==> config.mk <==
export PLATFORM = sky130hd
export DESIGN_NAME = rv523_shift_seq
export DESIGN_NICKNAME = d
export VERILOG_FILES = /design/src/rtl/rv523_shift_seq.sv
export SDC_FILE = /design/constraint.sdc
export NUM_CORES = 1
export LEC_CHECK = 0
export CORE_UTILIZATION = 40
export CTS_CLUSTER_DIAMETER = 120
export DETAILED_ROUTE_END_ITERATION = 16
export HOLD_SLACK_MARGIN = 0.02
export PLACE_DENSITY = 0.69
export SKIP_LAST_GASP = 1
export SLEW_MARGIN = 20
export SYNTH_ARGS = -nofsm -noshare
export SYNTH_HDL_FRONTEND = slang
export SYNTH_SLANG_ARGS = --single-unit
==> constraint.sdc <==
create_clock -name clk -period 2.3 [get_ports clk]
set_input_delay 0.46 -clock clk [delete_from_list [all_inputs] [get_ports clk]]
set_output_delay 0.46 -clock clk [all_outputs]
set_load 0.005 [all_outputs]
==> src/rtl/rv523_shift_seq.sv <==
// rv523_shift_seq: iterative RV32 SLL/SRL/SRA unit; one shift step per clock. Build option: RV523_SHIFT4_EN (4-bit steps while cnt>=4).
// Latency: accept edge to first out_valid cycle = steps+1 edges (steps = shamt, or shamt/4 + shamt%4 with RV523_SHIFT4_EN).
// Backpressure: in_ready only in IDLE; DONE holds out_valid/out_data stable until out_ready.
module rv523_shift_seq #(
    parameter int XLEN = 32,
    parameter int SHW  = $clog2(XLEN)
) (
    input  logic            clk,
    input  logic            rst_n,
    input  logic            in_valid,
    output logic            in_ready,
    input  logic [1:0]      in_op,
    input  logic [XLEN-1:0] in_data,
    input  logic [SHW-1:0]  in_shamt,
    output logic            out_valid,
    input  logic            out_ready,
    output logic [XLEN-1:0] out_data,
    output logic            busy
);
    typedef enum logic [1:0] {
        IDLE  = 2'd0,
        SHIFT = 2'd1,
        DONE  = 2'd2
    } state_t;

    state_t          state;
    logic [XLEN-1:0] acc;
    logic [XLEN-1:0] acc_step;
    logic [SHW-1:0]  cnt;
    logic [SHW-1:0]  cnt_step;
    logic            shift_right;
    logic            shift_arith;
    logic            fill;

    // Vacated bits take the sign bit only for SRA; SLL/SRL zero fill.
    assign fill = shift_arith & acc[XLEN-1];

`ifdef RV523_SHIFT4_EN
    logic step4;
    assign step4 = (cnt >= SHW'(4));

    always_comb begin
        if (step4) begin
            cnt_step = cnt - SHW'(4);
            acc_step = shift_right ? {{4{fill}}, acc[XLEN-1:4]} : {acc[XLEN-5:0], 4'b0000};
        end else begin
            cnt_step = cnt - SHW'(1);
            acc_step = shift_right ? {fill, acc[XLEN-1:1]} : {acc[XLEN-2:0], 1'b0};
        end
    end
`else
    always_comb begin
        cnt_step = cnt - SHW'(1);
        acc_step = shift_right ? {fill, acc[XLEN-1:1]} : {acc[XLEN-2:0], 1'b0};
    end
`endif

    always_ff @(posedge clk or negedge rst_n) begin
        if (!rst_n) begin
            state       <= IDLE;
            in_ready    <= 1'b1;
            out_valid   <= 1'b0;
            acc         <= '0;
            cnt         <= '0;
            shift_right <= 1'b0;
            shift_arith <= 1'b0;
        end else begin
            case (state)
                IDLE: begin
                    if (in_valid && in_ready) begin
                        acc         <= in_data;
                        cnt         <= in_shamt;
                        shift_right <= in_op[0];
                        shift_arith <= &in_op;
                        in_ready    <= 1'b0;
                        if (in_shamt == '0) begin
                            state     <= DONE;
                            out_valid <= 1'b1;
                        end else begin
                            state <= SHIFT;
                        end
                    end
                end
                SHIFT: begin
                    acc <= acc_step;
                    cnt <= cnt_step;
                    if (cnt_step == '0) begin
                        state     <= DONE;
                        out_valid <= 1'b1;
                    end
                end
                DONE: begin
                    if (out_ready) begin
                        state     <= IDLE;
                        out_valid <= 1'b0;
                        in_ready  <= 1'b1;
                    end
                end
                default: begin
                    state     <= IDLE;
                    in_ready  <= 1'b1;
                    out_valid <= 1'b0;
                end
            endcase
        end
    end

    // acc is only written in IDLE/SHIFT, so it is frozen while DONE presents it.
    assign out_data = acc;
    assign busy     = (state != IDLE);

endmodule
# Word level (Yosys, flattened, before mapping)

Index checks and enable logic that the tools add are counted.

Bitwise gates (word level): 2
Add/sub/neg operators: 1
Reductions and logical operators: 12
Multipliers: 0
Equal/unequal tests: 6
$lt $le $gt $ge: 0
Multiplexer cells: 18
Divide/modulo/power cells: 0
Shifts and indexed selects: 0

Operator list:

| operator            | count |
|---|---|
| $mux 32             | 2 |
| $pmux 32 s2         | 1 |
| $logic_not 5->1     | 2 |
| $pmux 5 s2          | 1 |
| $mux 2              | 4 |
| $ne 2x2->1 const B  | 4 |
| $mux 1              | 6 |
| $pmux 1 s3          | 2 |
| $pmux 2 s3          | 1 |
| $reduce_and 2->1    | 3 |
| $reduce_and 3->1    | 2 |
| $mux 5              | 1 |
| $sub 5x1->5 const B | 1 |
| $reduce_and 4->1    | 1 |
| $reduce_bool 2->1   | 2 |
| $eq 2x1->1 const B  | 1 |
| $eq 2x2->1 const B  | 1 |
| $logic_not 2->1     | 1 |
| $and 1x1->1         | 1 |
| $logic_and 1x1->1   | 1 |
| $not 1->1           | 1 |

Memories: 0
Memory bits (read-only): 0
Bits of input ports: 43
Output and inout port bits: 35
Register bits: 43
Latch bits: 0
RAM bits: 0

# Depth between registers and ports, before layout

Depth after elaboration: 4
Mapped depth: 6

# Least setup slack after synthesis

Ideal clock, no wire load.

Kind: register -> register
Start point: register cnt[0]
End point: register state[0]
Buffers on the path: 0
Slack: 0.725 ns
Required time: 2.172 ns
Period minus slack after synthesis: 1.575 ns
Cell stages (with the launch flop): 6
Data arrival time: 1.447 ns
Cell sequence: dfrtp_1 inv_1 ha_1 o41ai_1 and3_2 nor3_1

Word-level cells in the longest chain between the ends: 4

RTL lines:

| element                    | RTL line | source |
|---|---|---|
| from (decl)                | 29       | `logic [SHW-1:0] cnt;` |
| from (signal assigned)     | 72       | `cnt <= in_shamt;` |
| from (signal assigned)     | 86       | `cnt <= cnt_step;` |
| $sub 5x1->5                | 53       | `cnt_step = cnt - SHW'(1);` |
| $logic_not 5->1            | 87       | `if (cnt_step == '0) begin` |
| $ne 2x2->1 (no line)       | -        |  |
| $reduce_and 3->1 (no line) | -        |  |
| to (signal assigned)       | 60       | `state <= IDLE;` |
| to (signal assigned)       | 88       | `state <= DONE;` |
| to (signal assigned)       | 94       | `state <= IDLE;` |
| to (decl)                  | 26       | `state_t state;` |

No other way between the ends.
A chain may end at the register's enable or synchronous reset.

# Final worst setup path

Start point: register state[0]
End point: output busy

Word-level cells in the longest chain between the ends: 1

RTL lines:

| element                | RTL line | source |
|---|---|---|
| from (signal assigned) | 60       |  |
| from (signal assigned) | 77       | `state <= DONE;` |
| from (signal assigned) | 80       | `state <= SHIFT;` |
| $reduce_bool 2->1      | 110      | `assign busy = (state != IDLE);` |
| to (decl)              | 18       | `output logic busy` |

No other way between the ends.

==> impl_table.tex <==
\begin{tabular}{lr}
\hline
Metric & Value \\
\hline
\multicolumn{2}{l}{\textbf{Clocking}} \\
CTS root buf & sky130\_fd\_sc\_hd\_\_clkbuf\_8 \\
Post-CTS repair timing setup buffer count & 0 \\
Clock sink count & 43 \\
Number of CTS-inserted buffers & 5 \\
CTS tree & done \\
Buffer levels on the longest clock path & 2 \\
H-tree Lvls & 2 \\
Cts repair resizes & 0 \\
Clock slew seen by the registers of the worst setup and hold paths & roughly 0.08 ns \\
Hold buffer count at CTS & 0 \\
Clock insertion delay at the later pin of the skew report & 0.30 ns \\
\multicolumn{2}{l}{\textbf{GRT}} \\
Highest-utilization routing layer at the global route stage & met2 \\
Fraction of met2 tracks used by global routing & 0.3436 \\
Global-route congestion overflow total & 0 \\
Initial antenna violation count & 0 \\
GRT Util Overall & 0.2044 \\
First-pass GRT wire length & 10.24 mm \\
Routing usage on met1 & 0.2607 \\
Largest net degree at the start of global routing & between 70 and 80 \\
Met3 usage in global routing & 0.03750 \\
Vias in the first global route & between 2000 and 2500 \\
\multicolumn{2}{l}{\textbf{Critical path}} \\
Startpoint-to-endpoint class of the critical path & flop to output port \\
Slowest cell on crit path & sky130\_fd\_sc\_hd\_\_dfrtp\_1 \\
Data arrival time at the worst-slack endpoint & about 1.6 ns \\
Worst reg2reg endpoint & state[0]\$\_DFFE\_PN0P\_ \\
Number of cells on the worst reg-to-reg path & 5 \\
Worst reg2reg path startpoint & cnt[0]\$\_DFFE\_PN0P\_ \\
Reg-to-reg slack, setup & around 0.47 ns \\
Crit path required time & 1.84 ns \\
CP cell instances & or2\_2 > clkdlybuf4s50\_1 \\
Critical Path Start & state[0]\$\_DFFE\_PN0P\_ \\
Total buffers and inverters traversed by the critical path & 1 \\
Maximum fanout along the worst path & 13 \\
Gate family responsible for the most delay along the worst path & flip-flops \\
Longest individual stage delay on the worst path & $\sim$0.52 ns \\
Startpoint Class & flop \\
Worst setup EP type & output port \\
\multicolumn{2}{l}{\textbf{Synthesis}} \\
Summed instance area of the synthesized netlist & 2446 sq um \\
Predominant post-synthesis flop cell & sky130\_fd\_sc\_hd\_\_dfrtp\_1 \\
Number of different library cells in the post-synthesis netlist & 37 \\
Async set-reset flop share out of synthesis & 1.000 \\
Mapped Avg Cell Area & 8.613 sq um \\
Ys Warns & 0 \\
Synthesized Nets & between 300 and 400 \\
Cell types occupying the most area after synthesis & sky130\_fd\_sc\_hd\_\_dfrtp\_1, sky130\_fd\_sc\_hd\_\_nand2\_1, sky130\_fd\_sc\_hd\_\_a211oi\_1 \\
Area share of the largest cell type after synthesis & 0.4297 \\
Register bit count reported by yosys & 43 \\
Most area-hungry cell type in the Yosys netlist & sky130\_fd\_sc\_hd\_\_dfrtp\_1 \\
Sequential fraction of the synthesis area & 0.4404 \\
Number of enable-type register cells in the synthesized netlist & 0 \\
Gate Count Post-Synth & around 280 \\
\multicolumn{2}{l}{\textbf{STA}} \\
Worst Tran Pin Value & about 0.64 ns \\
Worst clock skew & roughly 0.0039 ns \\
Worst relative slew slack & 0.5736 \\
Final setup violation count & 0 \\
Max-slew violations & 0 \\
PnR worst setup slack & 0.2369 ns \\
Final hold viol count & 0 \\
Period Utilization, post-route & 0.8970 \\
Tmin final & 2.063 ns \\
Sum of negative setup slack & 0 ns \\
Timing-limited maximum frequency & between 400 and 500 MHz \\
Unrepaired setup endpoints after global routing & false \\
\multicolumn{2}{l}{\textbf{Drt}} \\
DR DRC count & 0 \\
Initial DRT Pass Iterations & 4 \\
Count of vias placed by the detailed router & approximately 2300 \\
DRT antenna net count & 0 \\
Routed length per placed instance & 14.40 um \\
Drt via density & 5.426 \\
Total detailed-routing wirelength & a little over 6 mm \\
DRC marker count from the first detailed-route iteration & 78 \\
\multicolumn{2}{l}{\textbf{Die}} \\
I/O pin count & between 70 and 80 \\
Chip Height & around 80 um \\
Area of the core region & between 5000 and 6000 sq um \\
Die width & 80.20 um \\
Full die area & 6432 sq um \\
Initial core utilization & 0.4131 \\
\# rows & 28 \\
\multicolumn{2}{l}{\textbf{Layout}} \\
Area used by sequential logic in the layout & 1079 sq um \\
Count of antenna diodes in the layout & 0 \\
Area overhead of the layout relative to synthesis & 37.60\% \\
Fraction of final layout cells with drive strength greater than 1 & 0.07386 \\
Fill cell instance count of the final layout & 570 \\
Total area of multi-input combinational cells & about 1200 sq um \\
Post-layout nets & 396 \\
\multicolumn{2}{l}{\textbf{Run status}} \\
Result of the run & complete, no violations \\
\multicolumn{2}{l}{\textbf{Power}} \\
Power Density & roughly 1100 nW/um\^{}2 \\
Max rail drop VDD & approximately 0.00055 V \\
Power after layout & between 0.003 and 0.004 W \\
Static leakage & around 1.4 nW \\
\multicolumn{2}{l}{\textbf{Hold path}} \\
Worst Hold Class & input port to asynchronous set/reset pin \\
\multicolumn{2}{l}{\textbf{Placement}} \\
Routability cong. & a little over 0.8 \\
Worst-case setup slack after placement & 0.3303 ns \\
Count of input and output buffers & 77 \\
Dpl hpwl & 4.210 mm \\
\multicolumn{2}{l}{\textbf{Job}} \\
Max\_cap viols & 0 \\
\hline
\end{tabular}
[flip-flops by register name, summed over array words and instances (netlist names)]
name	cells
cnt	5
in_ready	1
shift_right	1
shift_arith	1
state	2
out_data	32
out_valid	1
[cell usage in the layout, fill, tap and decap left out, types with 3 or more instances in the layout]
| cell type | n |
|---|---|
| sky130_fd_sc_hd__clkdlybuf4s50_1 | 76 |
| sky130_fd_sc_hd__nand2_1 | 71 |
| sky130_fd_sc_hd__dfrtp_1 | 41 |
| sky130_fd_sc_hd__nor2b_1 | 32 |
| sky130_fd_sc_hd__a31oi_1 | 32 |
| sky130_fd_sc_hd__a211oi_1 | 31 |
| sky130_fd_sc_hd__a21oi_1 | 7 |
| sky130_fd_sc_hd__nor2_1 | 6 |
| sky130_fd_sc_hd__clkbuf_8 | 6 |
| sky130_fd_sc_hd__buf_4 | 6 |
| sky130_fd_sc_hd__inv_1 | 4 |
| sky130_fd_sc_hd__nor3_1 | 3 |
| sky130_fd_sc_hd__o21ai_0 | 3 |
[cells by family after synthesis]
family,Yosys count,share of synthesized area
buf+inv,28,0.05780
compound gates,85,0.2409
simple gates,125,0.2465
flops,43,0.4404
mux,1,0.004092
fa+ha+maj,2,0.01023
[synthesized netlist by cell type (2+ instances only)]
cell type	number
sky130_fd_sc_hd__ha_1	2
sky130_fd_sc_hd__nor2b_1	32
sky130_fd_sc_hd__a31oi_1	32
sky130_fd_sc_hd__buf_4	6
sky130_fd_sc_hd__dfrtp_1	42
sky130_fd_sc_hd__o21ai_0	3
sky130_fd_sc_hd__inv_1	4
sky130_fd_sc_hd__a311oi_1	2
sky130_fd_sc_hd__nand4_1	2
sky130_fd_sc_hd__nor2_1	6
sky130_fd_sc_hd__o21a_1	2
sky130_fd_sc_hd__nor3_1	3
sky130_fd_sc_hd__a211oi_1	31
sky130_fd_sc_hd__nand2b_1	2
sky130_fd_sc_hd__buf_2	11
sky130_fd_sc_hd__clkbuf_1	7
sky130_fd_sc_hd__nand2_1	71
sky130_fd_sc_hd__a21oi_1	7
[final cells by class]
class,instances,area share
Clock inverter,2,0.01041
Sequential cell,43,0.3204
Clock buffer,6,0.02454
Timing Repair Buffer,84,0.2468
Inverter,4,0.004461
Multi-Input combinational cell,213,0.3654
Tap cell,75,0.02788
[power by group]
group / switching, W / internal, W
clock network: 0.000261 / 0.000351
logic: 0.000685 / 0.000981
registers: 0.000392 / 0.00108
[metrics by stage]
stage                     hold WS, ns  std cells  cell area [sq um]    util
after floorplan                0.1644        284               2446       -
after global placement         0.4673        419               3248  0.5486
after detailed placement       0.4761        419               3248  0.5486
after CTS                      0.2034        427               3366  0.5685
after global routing           0.2298        427               3366  0.5685
final                          0.1770        427               3366  0.5685
[worst max-delay path by stage]
stage	to	slack, ns	depth (start not counted)
2_1_floorplan	state[0]$_DFFE_PN0P_	0.73	5
3_3_place_gp	state[1]$_DFFE_PN0P_	0.36	4
3_5_place_dp	state[1]$_DFFE_PN0P_	0.33	4
4_1_cts	busy	0.23	2
5_1_grt	busy	0.16	2
6_report	busy	0.24	2
[worst register-to-register path, cell delays in order, from the launching register on]
cell,delay (ns)
sky130_fd_sc_hd__dfrtp_1,0.47
sky130_fd_sc_hd__inv_1,0.09
sky130_fd_sc_hd__ha_1,0.27
sky130_fd_sc_hd__o41ai_1,0.56
sky130_fd_sc_hd__and3_2,0.27
sky130_fd_sc_hd__nor3_1,0.05
[per-layer routing]
| metal | vias up | routed length [um] |
|---|---|---|
| met5 | - | 0 |
| met4 | 0 | 84 |
| met3 | 7 | 330 |
| met2 | 69 | 2857 |
| met1 | 1086 | 2878 |
| li1 | 1155 | - |
Note: power is estimated with default switching activity, not from simulation.
